$ cat config.mk
export PLATFORM = sky130hd
export DESIGN_NAME = multicycle_controller
export DESIGN_NICKNAME = d
export VERILOG_FILES = /design/src/rtl/r4_pkg.sv /design/src/rtl/alu_controller.sv /design/src/rtl/multicycle_controller.sv
export SDC_FILE = /design/constraint.sdc
export NUM_CORES = 1
export LEC_CHECK = 0
export CELL_PAD_IN_SITES_DETAIL_PLACEMENT = 1
export CELL_PAD_IN_SITES_GLOBAL_PLACEMENT = 2
export CORE_MARGIN = 4
export CORE_UTILIZATION = 26
export DETAILED_ROUTE_END_ITERATION = 10
export PLACE_DENSITY_LB_ADDON = 0.15
export SYNTH_ARGS = -nofsm -noshare
export SYNTH_HDL_FRONTEND = slang
export SYNTH_SLANG_ARGS = --single-unit
$ cat constraint.sdc
create_clock -name clk -period 2.91 [get_ports clk]
set_clock_uncertainty 0.05 [all_clocks]
set_input_delay 0.4365 -clock clk [delete_from_list [all_inputs] [get_ports clk]]
set_output_delay 0.4365 -clock clk [all_outputs]
set_load 0.05 [all_outputs]
$ cat src/rtl/r4_pkg.sv
// Shared opcode, ALU and state definitions for the R4 multi-cycle control path.
package r4_pkg;

   localparam logic [6:0] OP_LOAD   = 7'b0000011;
   localparam logic [6:0] OP_STORE  = 7'b0100011;
   localparam logic [6:0] OP_IMM    = 7'b0010011;
   localparam logic [6:0] OP_REG    = 7'b0110011;
   localparam logic [6:0] OP_BRANCH = 7'b1100011;

   localparam logic [3:0] ALU_ADD = 4'b0000;
   localparam logic [3:0] ALU_SUB = 4'b0001;

   localparam logic [1:0] PRE_ADD   = 2'b00;
   localparam logic [1:0] PRE_SUB   = 2'b01;
   localparam logic [1:0] PRE_FUNCT = 2'b10;
   localparam logic [1:0] PRE_IMM   = 2'b11;

   typedef enum logic [2:0] {FETCH, DECODE, EXEC, MEM, WB, TRAP} state_t;

   typedef enum logic [1:0] {
      CAUSE_NONE    = 2'b00,
      CAUSE_ILLEGAL = 2'b01,
      CAUSE_TIMEOUT = 2'b10
   } trap_cause_t;

   typedef enum logic [2:0] {I_LW, I_SW, I_ADDI, I_REG, I_BEQ, I_BNE, I_ILLEGAL} iclass_t;

   function automatic iclass_t classify(input logic [31:0] instr);
      iclass_t c;
      c = I_ILLEGAL;
      case (instr[6:0])
         OP_LOAD:   c = I_LW;
         OP_STORE:  c = I_SW;
         OP_IMM:    if (instr[14:12] == 3'b000) c = I_ADDI;
         OP_REG:    if (instr[14:12] == 3'b000 &&
                        (instr[31:25] == 7'b0000000 || instr[31:25] == 7'b0100000)) c = I_REG;
         OP_BRANCH: begin
            if (instr[14:12] == 3'b000)      c = I_BEQ;
            else if (instr[14:12] == 3'b001) c = I_BNE;
         end
         default:   c = I_ILLEGAL;
      endcase
      return c;
   endfunction

endpackage

$ cat src/rtl/alu_controller.sv
// Maps the FSM's coarse ALU request plus instruction function fields onto an ALU opcode.
module alu_controller
   import r4_pkg::*;
(
   input  logic [1:0] pre_op,
   input  logic [6:0] funct7,
   input  logic [2:0] funct3,
   output logic [3:0] alu_op
);

   always_comb begin
      alu_op = ALU_ADD;
      case (pre_op)
         PRE_ADD:   alu_op = ALU_ADD;
         PRE_SUB:   alu_op = ALU_SUB;
         PRE_FUNCT: if (funct3 == 3'b000 && funct7 == 7'b0100000) alu_op = ALU_SUB;
         PRE_IMM:   alu_op = ALU_ADD;
         default:   alu_op = ALU_ADD;
      endcase
   end

endmodule

$ cat src/rtl/multicycle_controller.sv
// Multi-cycle FETCH/DECODE/EXEC/MEM/WB sequencer for the R4 core with retire counting and traps.
//  state  | meaning
//  FETCH  | read instruction at PC, load IR on mem_ready
//  DECODE | classify IR, trap on illegal encodings
//  EXEC   | drive ALU; branches resolve and retire here
//  MEM    | data access at ALU address; sw retires on mem_ready
//  WB     | register write, retire
//  TRAP   | halted until reset
module multicycle_controller
   import r4_pkg::*;
#(
   parameter int INSTRET_W  = 32,
   parameter int WAIT_LIMIT = 16
) (
   input  logic                 clk,
   input  logic                 rst,
   input  logic [31:0]          instr,
   input  logic                 mem_ready,
   input  logic                 alu_zero,
   output logic                 mem_req,
   output logic                 mem_we,
   output logic                 mem_addr_src,
   output logic                 ir_write,
   output logic                 pc_write,
   output logic                 pc_src,
   output logic                 alu_src,
   output logic [3:0]           alu_op,
   output logic                 reg_write,
   output logic                 mem_to_reg,
   output logic                 trap,
   output logic [1:0]           trap_cause,
   output logic [INSTRET_W-1:0] instret
);

   localparam int WAIT_W = (WAIT_LIMIT < 2) ? 1 : $clog2(WAIT_LIMIT + 1);

   state_t               state, next_state;
   trap_cause_t          cause_q, cause_d;
   logic [WAIT_W-1:0]    wait_cnt;
   logic [INSTRET_W-1:0] instret_q;
   iclass_t              iclass;
   logic [1:0]           pre_op;
   logic [3:0]           alu_op_dec;
   logic                 mem_phase, wait_expired, uses_rs2, is_branch;

   assign iclass    = classify(instr);
   assign mem_phase = (state == FETCH) || (state == MEM);
   assign uses_rs2  = (iclass == I_REG) || (iclass == I_BEQ) || (iclass == I_BNE);
   assign is_branch = (iclass == I_BEQ) || (iclass == I_BNE);
   // Expires on the wait cycle that would bring the counter up to the limit.
   assign wait_expired = (WAIT_LIMIT != 0) && mem_phase && !mem_ready &&
                         (int'(wait_cnt) == WAIT_LIMIT - 1);

   always_ff @(posedge clk) begin
      if (rst) begin
         state   <= FETCH;
         cause_q <= CAUSE_NONE;
      end else begin
         state   <= next_state;
         cause_q <= cause_d;
      end
   end

   always_ff @(posedge clk) begin
      if (rst || !mem_phase || mem_ready || next_state != state) wait_cnt <= '0;
      else                                                      wait_cnt <= wait_cnt + WAIT_W'(1);
   end

   always_ff @(posedge clk) begin
      if (rst)           instret_q <= '0;
      else if (pc_write) instret_q <= instret_q + INSTRET_W'(1);
   end

   always_comb begin
      next_state = state;
      cause_d    = cause_q;
      case (state)
         FETCH: begin
            if (mem_ready) next_state = DECODE;
            else if (wait_expired) begin
               next_state = TRAP;
               cause_d    = CAUSE_TIMEOUT;
            end
         end
         DECODE: begin
            if (iclass == I_ILLEGAL) begin
               next_state = TRAP;
               cause_d    = CAUSE_ILLEGAL;
            end else begin
               next_state = EXEC;
            end
         end
         EXEC: begin
            case (iclass)
               I_LW, I_SW:    next_state = MEM;
               I_ADDI, I_REG: next_state = WB;
               default:       next_state = FETCH;
            endcase
         end
         MEM: begin
            if (mem_ready) next_state = (iclass == I_SW) ? FETCH : WB;
            else if (wait_expired) begin
               next_state = TRAP;
               cause_d    = CAUSE_TIMEOUT;
            end
         end
         WB:      next_state = FETCH;
         TRAP:    next_state = TRAP;
         default: next_state = FETCH;
      endcase
   end

   always_comb begin
      case (iclass)
         I_REG:        pre_op = PRE_FUNCT;
         I_BEQ, I_BNE: pre_op = PRE_SUB;
         I_ADDI:       pre_op = PRE_IMM;
         default:      pre_op = PRE_ADD;
      endcase
   end

   alu_controller u_alu_ctrl (
      .pre_op (pre_op),
      .funct7 (instr[31:25]),
      .funct3 (instr[14:12]),
      .alu_op (alu_op_dec)
   );

   always_comb begin
      mem_req      = 1'b0;
      mem_we       = 1'b0;
      mem_addr_src = 1'b0;
      ir_write     = 1'b0;
      pc_write     = 1'b0;
      pc_src       = 1'b0;
      alu_src      = 1'b0;
      alu_op       = ALU_ADD;
      reg_write    = 1'b0;
      mem_to_reg   = 1'b0;
      trap         = 1'b0;
      trap_cause   = CAUSE_NONE;
      instret      = '0;
      if (!rst) begin
         case (state)
            FETCH: begin
               mem_req  = 1'b1;
               ir_write = mem_ready;
            end
            EXEC: begin
               alu_src = uses_rs2;
               alu_op  = alu_op_dec;
               if (is_branch) begin
                  pc_write = 1'b1;
                  pc_src   = (iclass == I_BEQ) ? alu_zero : !alu_zero;
               end
            end
            MEM: begin
               mem_req      = 1'b1;
               mem_addr_src = 1'b1;
               mem_we       = (iclass == I_SW);
               alu_src      = uses_rs2;
               alu_op       = alu_op_dec;
               pc_write     = mem_ready && (iclass == I_SW);
            end
            WB: begin
               reg_write  = 1'b1;
               mem_to_reg = (iclass == I_LW);
               pc_write   = 1'b1;
            end
            default: ;
         endcase
         trap       = (state == TRAP);
         trap_cause = cause_q;
         instret    = instret_q;
      end
   end

endmodule

# == Word level (Yosys, flattened, before mapping) ==
# Cells that the tools add are included.
# classes
eq_ne,26
n_mux,45
n_addsub,2
reduce_logical,29
# ops
op,n
32-bit by 1-bit adder with 32-bit output (second input constant),1
32-bit two-way mux,1
3-bit case mux with 5 select lines,2
1-bit two-way mux,22
7-bit by 6-bit equality test with 1-bit output (second input constant),3
3-bit two-way mux,7
3-bit equality test (second input constant),5
3-bit by 2-bit equality test with 1-bit output (second input constant),4
2-bit two-way mux,6
4-bit case mux with 3 select lines,1
2-bit OR reduction,6
3-bit by 1-bit equality test with 1-bit output (second input constant),3
3-bit zero test,3
1-bit logical OR,8
4-bit two-way mux,2
7-bit by 2-bit equality test with 1-bit output (second input constant),1
7-bit by 5-bit equality test with 1-bit output (second input constant),1
7-bit equality test (second input constant),1
7-bit zero test,1
2-bit case mux with 3 select lines,1
3-bit case mux with 2 select lines,1
5-bit by 1-bit adder with 5-bit output (second input constant),1
5-bit equality test (second input constant),1
1-bit logical AND,5
other kinds (11),15
# totals
output_inout_bits,48
register_bits,42
wordCells,106
input_bits,36

# == Logic depth before layout (Yosys ltp) ==
# logic_depth
ltp_word,13
mapped_depth,8

# == Hierarchy ==
# A second synthesis with hierarchy kept.
# hier_totals
cells_unflattened,333
area_unflattened_um2,2617.5
# modules_own_cells
module,seq_area_each_um2,instances,cells_per_inst,area_each_um2
multicycle_controller,840.8,1,322,2532.4
alu_controller,0.0,1,11,85.1

# == Worst setup path before layout ==
# Ideal clock, no wire load.
# synth_timing
path_type,input-to-output
from,input port rst
to,output port mem_to_reg
stages,3
arrival_time_ns,3.581
slack_ns,-1.158
required_time_ns,2.424
path_cell_list,clkbuf_1 > nor4b_1 > nor3b_1
# synth_via
elab_chain_cells,1
# synth_rtl
element,line,rtl
"start, declared",multicycle_controller.sv:16,"input logic rst,"
1-bit two-way mux,multicycle_controller.sv:143,if (!rst) begin
"end, declared",multicycle_controller.sv:29,"output logic mem_to_reg,"
# No other way between the ends.

# == Worst setup path after layout ==
# layout_timing
from,input port instr[1]
to,output port alu_op[0]
# layout_via
elab_chain_cells,10
# layout_rtl
element,line,rtl
"start, declared",multicycle_controller.sv:17,"input logic [31:0] instr,"
"7-bit equality test, or another cell as far along",r4_pkg.sv:31,case (instr[6:0])
3-bit case mux with 5 select lines *,r4_pkg.sv:31,
3-bit equality test,multicycle_controller.sv:114,case (iclass)
2-bit OR reduction,multicycle_controller.sv:114,
2-bit case mux with 3 select lines *,multicycle_controller.sv:114,
2-bit equality test or 2-bit zero test (tied branches),alu_controller.sv:13,case (pre_op)
2-bit OR reduction (no line),--,
4-bit case mux with 3 select lines *,alu_controller.sv:13,
4-bit two-way mux *,multicycle_controller.sv:144,case (state)
4-bit two-way mux *,multicycle_controller.sv:143,
"end, declared",multicycle_controller.sv:27,"output logic [3:0] alu_op,"
# Every way passes the cells marked *; elsewhere a longest branch is shown, timed or not. The select of a mux whose other input is x is not followed.

==> metrics list <==
- Mean area per synthesized cell: 7.846 um2
- The die covers 0.01159 mm2.
- Total congestion overflow: 0
- IR analysis of the VDD net gives a maximum drop of 200.8 uV.
* Number of buffers inserted by port buffering: between 60 and 70
* Worst min-delay path category: reg2reg
- In this run the critical register-to-register path is launched from state[2].
- Relative to the synthesized area, the layout overhead comes to 42.12%.
- Placed instance count: between 500 and 600
- The final critical path takes up between 90% and 100% of the cycle.
* Crit-path max cell delay: 0.48 ns
- Post-layout instance count excluding filler cells: 543
- Number of standard cells after synthesis: 329
* H-tree Lvls: 2
- Asr flop ratio synth: 0%
* Max_cap viols: 0
- Netlist Area Pre-Place: ~0.0026 mm2
- The slowest stage of the critical path belongs to the cell sky130_fd_sc_hd__clkdlybuf4s50_1.
- The number of cells on the worst reg-to-reg path is 6.
- For hold timing, the worst endpoint is wait_cnt[0].
* Achievable clock frequency: between 300 and 400 MHz
- The initial antenna violation count was 0.
- For the pin with the worst max-slew slack, the measured transition is 0.4826 ns.
- The routed layout has 2606 vias.
- Cells traversed along the worst timing path: clkdlybuf4s50_1 > and4bb_2 > nand4_1 > o21a_1 > ha_1 > o22a_1 > nor2_2 > buf_12
* Fill count: about 1200
- Using the TritonRoute via totals, the vias-per-cell ratio works out to roughly 4.8.
- In the final design database the tool counted 449 nets.
- For this run, the leading register cell type out of synthesis is sky130_fd_sc_hd__dfxtp_1.
- Timing startpoint of the critical path: instr[1]
- Crit-path max FO: 3
- Starting DRC count in detailed routing: 87
* Number of buffers inserted during clock tree synthesis: 5
- Latest clock arrival within the worst-skew pair: 0.30 ns
- At the end of routability-driven placement, the weighted congestion stood at between 0.7 and 0.8.
- The flow ran to the end, and the final reports show no timing, DRC or antenna violations.
- Antenna diode instance count: 0
- Data arrival time of the worst path: 2.32 ns
- The via count of the first global-routing pass came to about 2600.
- CTS tree: yes
* Part of the Yosys area used for sequential elements: 32.57%
- Once the floorplan was initialized, standard cells occupied between 20% and 30% of the core.
- Flop and latch count out of synthesis: 42
- The number of hold-slack violations in the final timing report was 0.
* Remaining antenna violation count: 0
- RSZ-0062 raised after global routing: true
- Required time worst endpoint: 2.42 ns
- Number of I/O pins: 84
* Setup repair bufs after CTS: 0
- Final number of max-transition violations: 0
- Endpoint of the worst-slack reg-to-reg timing path: instret_q[25]
- The clock drives 42 sinks.
- Distinct cells, synth: between 50 and 60
* Clock tree root buffer cell: sky130_fd_sc_hd__clkbuf_8
* Maximum clock insertion buffer count: 2
- Average wire length per cell after detail routing: 13.63 um
* Hold_sp: wait_cnt[0]
- Fraction of layout instances using a drive strength above 1: between 15 and 20%
* Floorplan Core Area: 0.009729 mm2
- The setup path with the least slack is of type in2out.
- The die is 107.6 um tall.
- Leaving out fill and tap cells, the most frequent cell in the layout is sky130_fd_sc_hd__clkdlybuf4s50_1.
- Yosys printed 0 warnings.
* Worst R2R Setup Slack: 0.46 ns
- In the layout the commonest cells are 57 x sky130_fd_sc_hd__clkdlybuf4s50_1, 43 x sky130_fd_sc_hd__nor2_1, 41 x sky130_fd_sc_hd__dfxtp_1, 28 x sky130_fd_sc_hd__nor2b_1, 24 x sky130_fd_sc_hd__nand2_1.
- Slew HR: 67.00%
- For this design the static power due to leakage is 0.001311 uW.
- From left edge to right edge, the die measures between 100 and 150 um.
- STA classifies the critical path startpoint as a primary input.
* Largest net degree at the start of global routing: 42
* Sum of negative setup slack: 0 ns
* Power per cell area: around 310 mW/mm2
* GRT Resource Usage Total: 13.23%
* Post-layout minimum cycle time: 2.806 ns
- Setup-failing EPs final: 0
- Category of the worst setup path capture point: output pin
- Summed over all layers, the routed wires come to 7403 um.
- The first global-routing pass estimated 12480 um of wire.
- Number of DRC violations after detailed routing: 0
- Number of enable flip-flop cells after synthesis: 0
- The first detailed-routing pass ran for 4 iterations.
- The wire-length estimate of the detail-placed layout is between 5000 and 6000 um.
* Worst-path clk slew: about 0.09 ns
* Count of cells along the worst hold path: 1
- Row generation in the floorplan step produced 36 rows.
## critical path: cells and delay by family
kind / cells / cell delay [ns]
adder cells (fa/ha/maj): 1 / 0.29
buffers and inverters: 2 / 0.63
AO/OA/AOI/OAI: 2 / 0.43
AND/OR/NAND/NOR: 3 / 0.54
## sequential cells by signal, indices dropped and copies added, names as in the netlist
register   count
state          3
cause_q        2
wait_cnt       5
instret_q     32
## worst max-delay path by stage
| stage | endpoint | slack (ns) | depth (start not counted) |
|---|---|---|---|
| 3_3_place_gp | alu_op[0] | 0.05 | 8 |
| 6_report | alu_op[0] | 0.10 | 8 |
| 3_5_place_dp | alu_op[0] | 0.04 | 8 |
| 2_1_floorplan | mem_to_reg | 0.009 | 3 |
| 4_1_cts | alu_op[0] | 0.02 | 8 |
| 5_1_grt | alu_op[0] | -0.02 | 8 |
## cell type report
class / instances / area, um2 / share of cell area, %
multi-input combinational: 263 / 1652 / 45.02
timing repair buffer: 87 / 880.8 / 24.01
sequential: 42 / 842.1 / 22.95
tap: 133 / 166.4 / 4.536
clock buffer: 5 / 68.82 / 1.876
inverter: 10 / 37.54 / 1.023
clock inverter: 3 / 21.27 / 0.5798
## cells by family (layout without fill, tap and decap cells)
kind of cell,after synthesis,after routing,share of synthesized area (%)
AO/OA/AOI/OAI,58,58,15.27
XOR/XNOR,9,9,3.054
adder cells (fa/ha/maj),4,4,1.939
buffers and inverters,26,105,4.508
flip-flops,42,42,32.57
multiplexers,14,14,6.108
other,1,3,0.1453
AND/OR/NAND/NOR,175,175,36.40
## power breakdown
group	internal (uW)	switching [uW]
clock	169	221
sequential	581	9.28
combinational	71.6	92.4
## through the flow
stage	utilization (%)	total power [uW]	cell area, um2	hold WS [ns]	setup WS (ns)
after floorplan	-	697.6	2606	0.3676	0.008830
after global placement	36.74	769.5	3575	0.3836	0.05147
after detailed placement	36.74	770.5	3575	0.3947	0.03550
after CTS	37.67	1175	3665	0.4106	0.02015
after global routing	37.71	1203	3669	0.4373	-0.01610
final	37.71	1145	3669	0.4014	0.1039
## synthesized netlist by cell type (4+ instances only)
| library cell | n | area share [%] |
|---|---|---|
| sky130_fd_sc_hd__nand2b_1 | 5 | 1.2 |
| sky130_fd_sc_hd__a21oi_1 | 16 | 3.1 |
| sky130_fd_sc_hd__inv_1 | 10 | 1.5 |
| sky130_fd_sc_hd__nor2b_1 | 28 | 6.8 |
| sky130_fd_sc_hd__nand2_1 | 24 | 3.5 |
| sky130_fd_sc_hd__clkbuf_1 | 11 | 1.6 |
| sky130_fd_sc_hd__nand4_1 | 10 | 2.4 |
| sky130_fd_sc_hd__a211oi_1 | 4 | 1.2 |
| sky130_fd_sc_hd__nand3_1 | 13 | 2.5 |
| sky130_fd_sc_hd__xnor2_1 | 7 | 2.4 |
| sky130_fd_sc_hd__a31o_2 | 4 | 1.4 |
| sky130_fd_sc_hd__nor3b_1 | 4 | 1.2 |
| sky130_fd_sc_hd__o31ai_1 | 4 | 1.2 |
| sky130_fd_sc_hd__and3_1 | 8 | 1.9 |
| sky130_fd_sc_hd__and2_1 | 4 | 0.97 |
| sky130_fd_sc_hd__or3_1 | 4 | 0.97 |
| sky130_fd_sc_hd__o21ai_0 | 12 | 2.3 |
| sky130_fd_sc_hd__nor2_1 | 44 | 6.4 |
| sky130_fd_sc_hd__ha_1 | 4 | 1.9 |
| sky130_fd_sc_hd__mux2_2 | 14 | 6.1 |
| sky130_fd_sc_hd__or4_1 | 4 | 1.2 |
| sky130_fd_sc_hd__nor3_1 | 9 | 1.7 |
| sky130_fd_sc_hd__dfxtp_1 | 42 | 33 |
| sky130_fd_sc_hd__nor4_1 | 5 | 1.2 |
## metal layers
layer  part of all wire (%)  GRT usage [%]
met4                    1.0          3.246
met2                     46          21.49
met1                     50          17.71
met5                      0              0
met3                    3.7          3.059
## what timing repair did
action                     CTS  global route
hold buffers                 0             0
setup endpoints to repair    0             3
resized for setup            0             2
No activity file was read; power rests on OpenSTA's default activity.
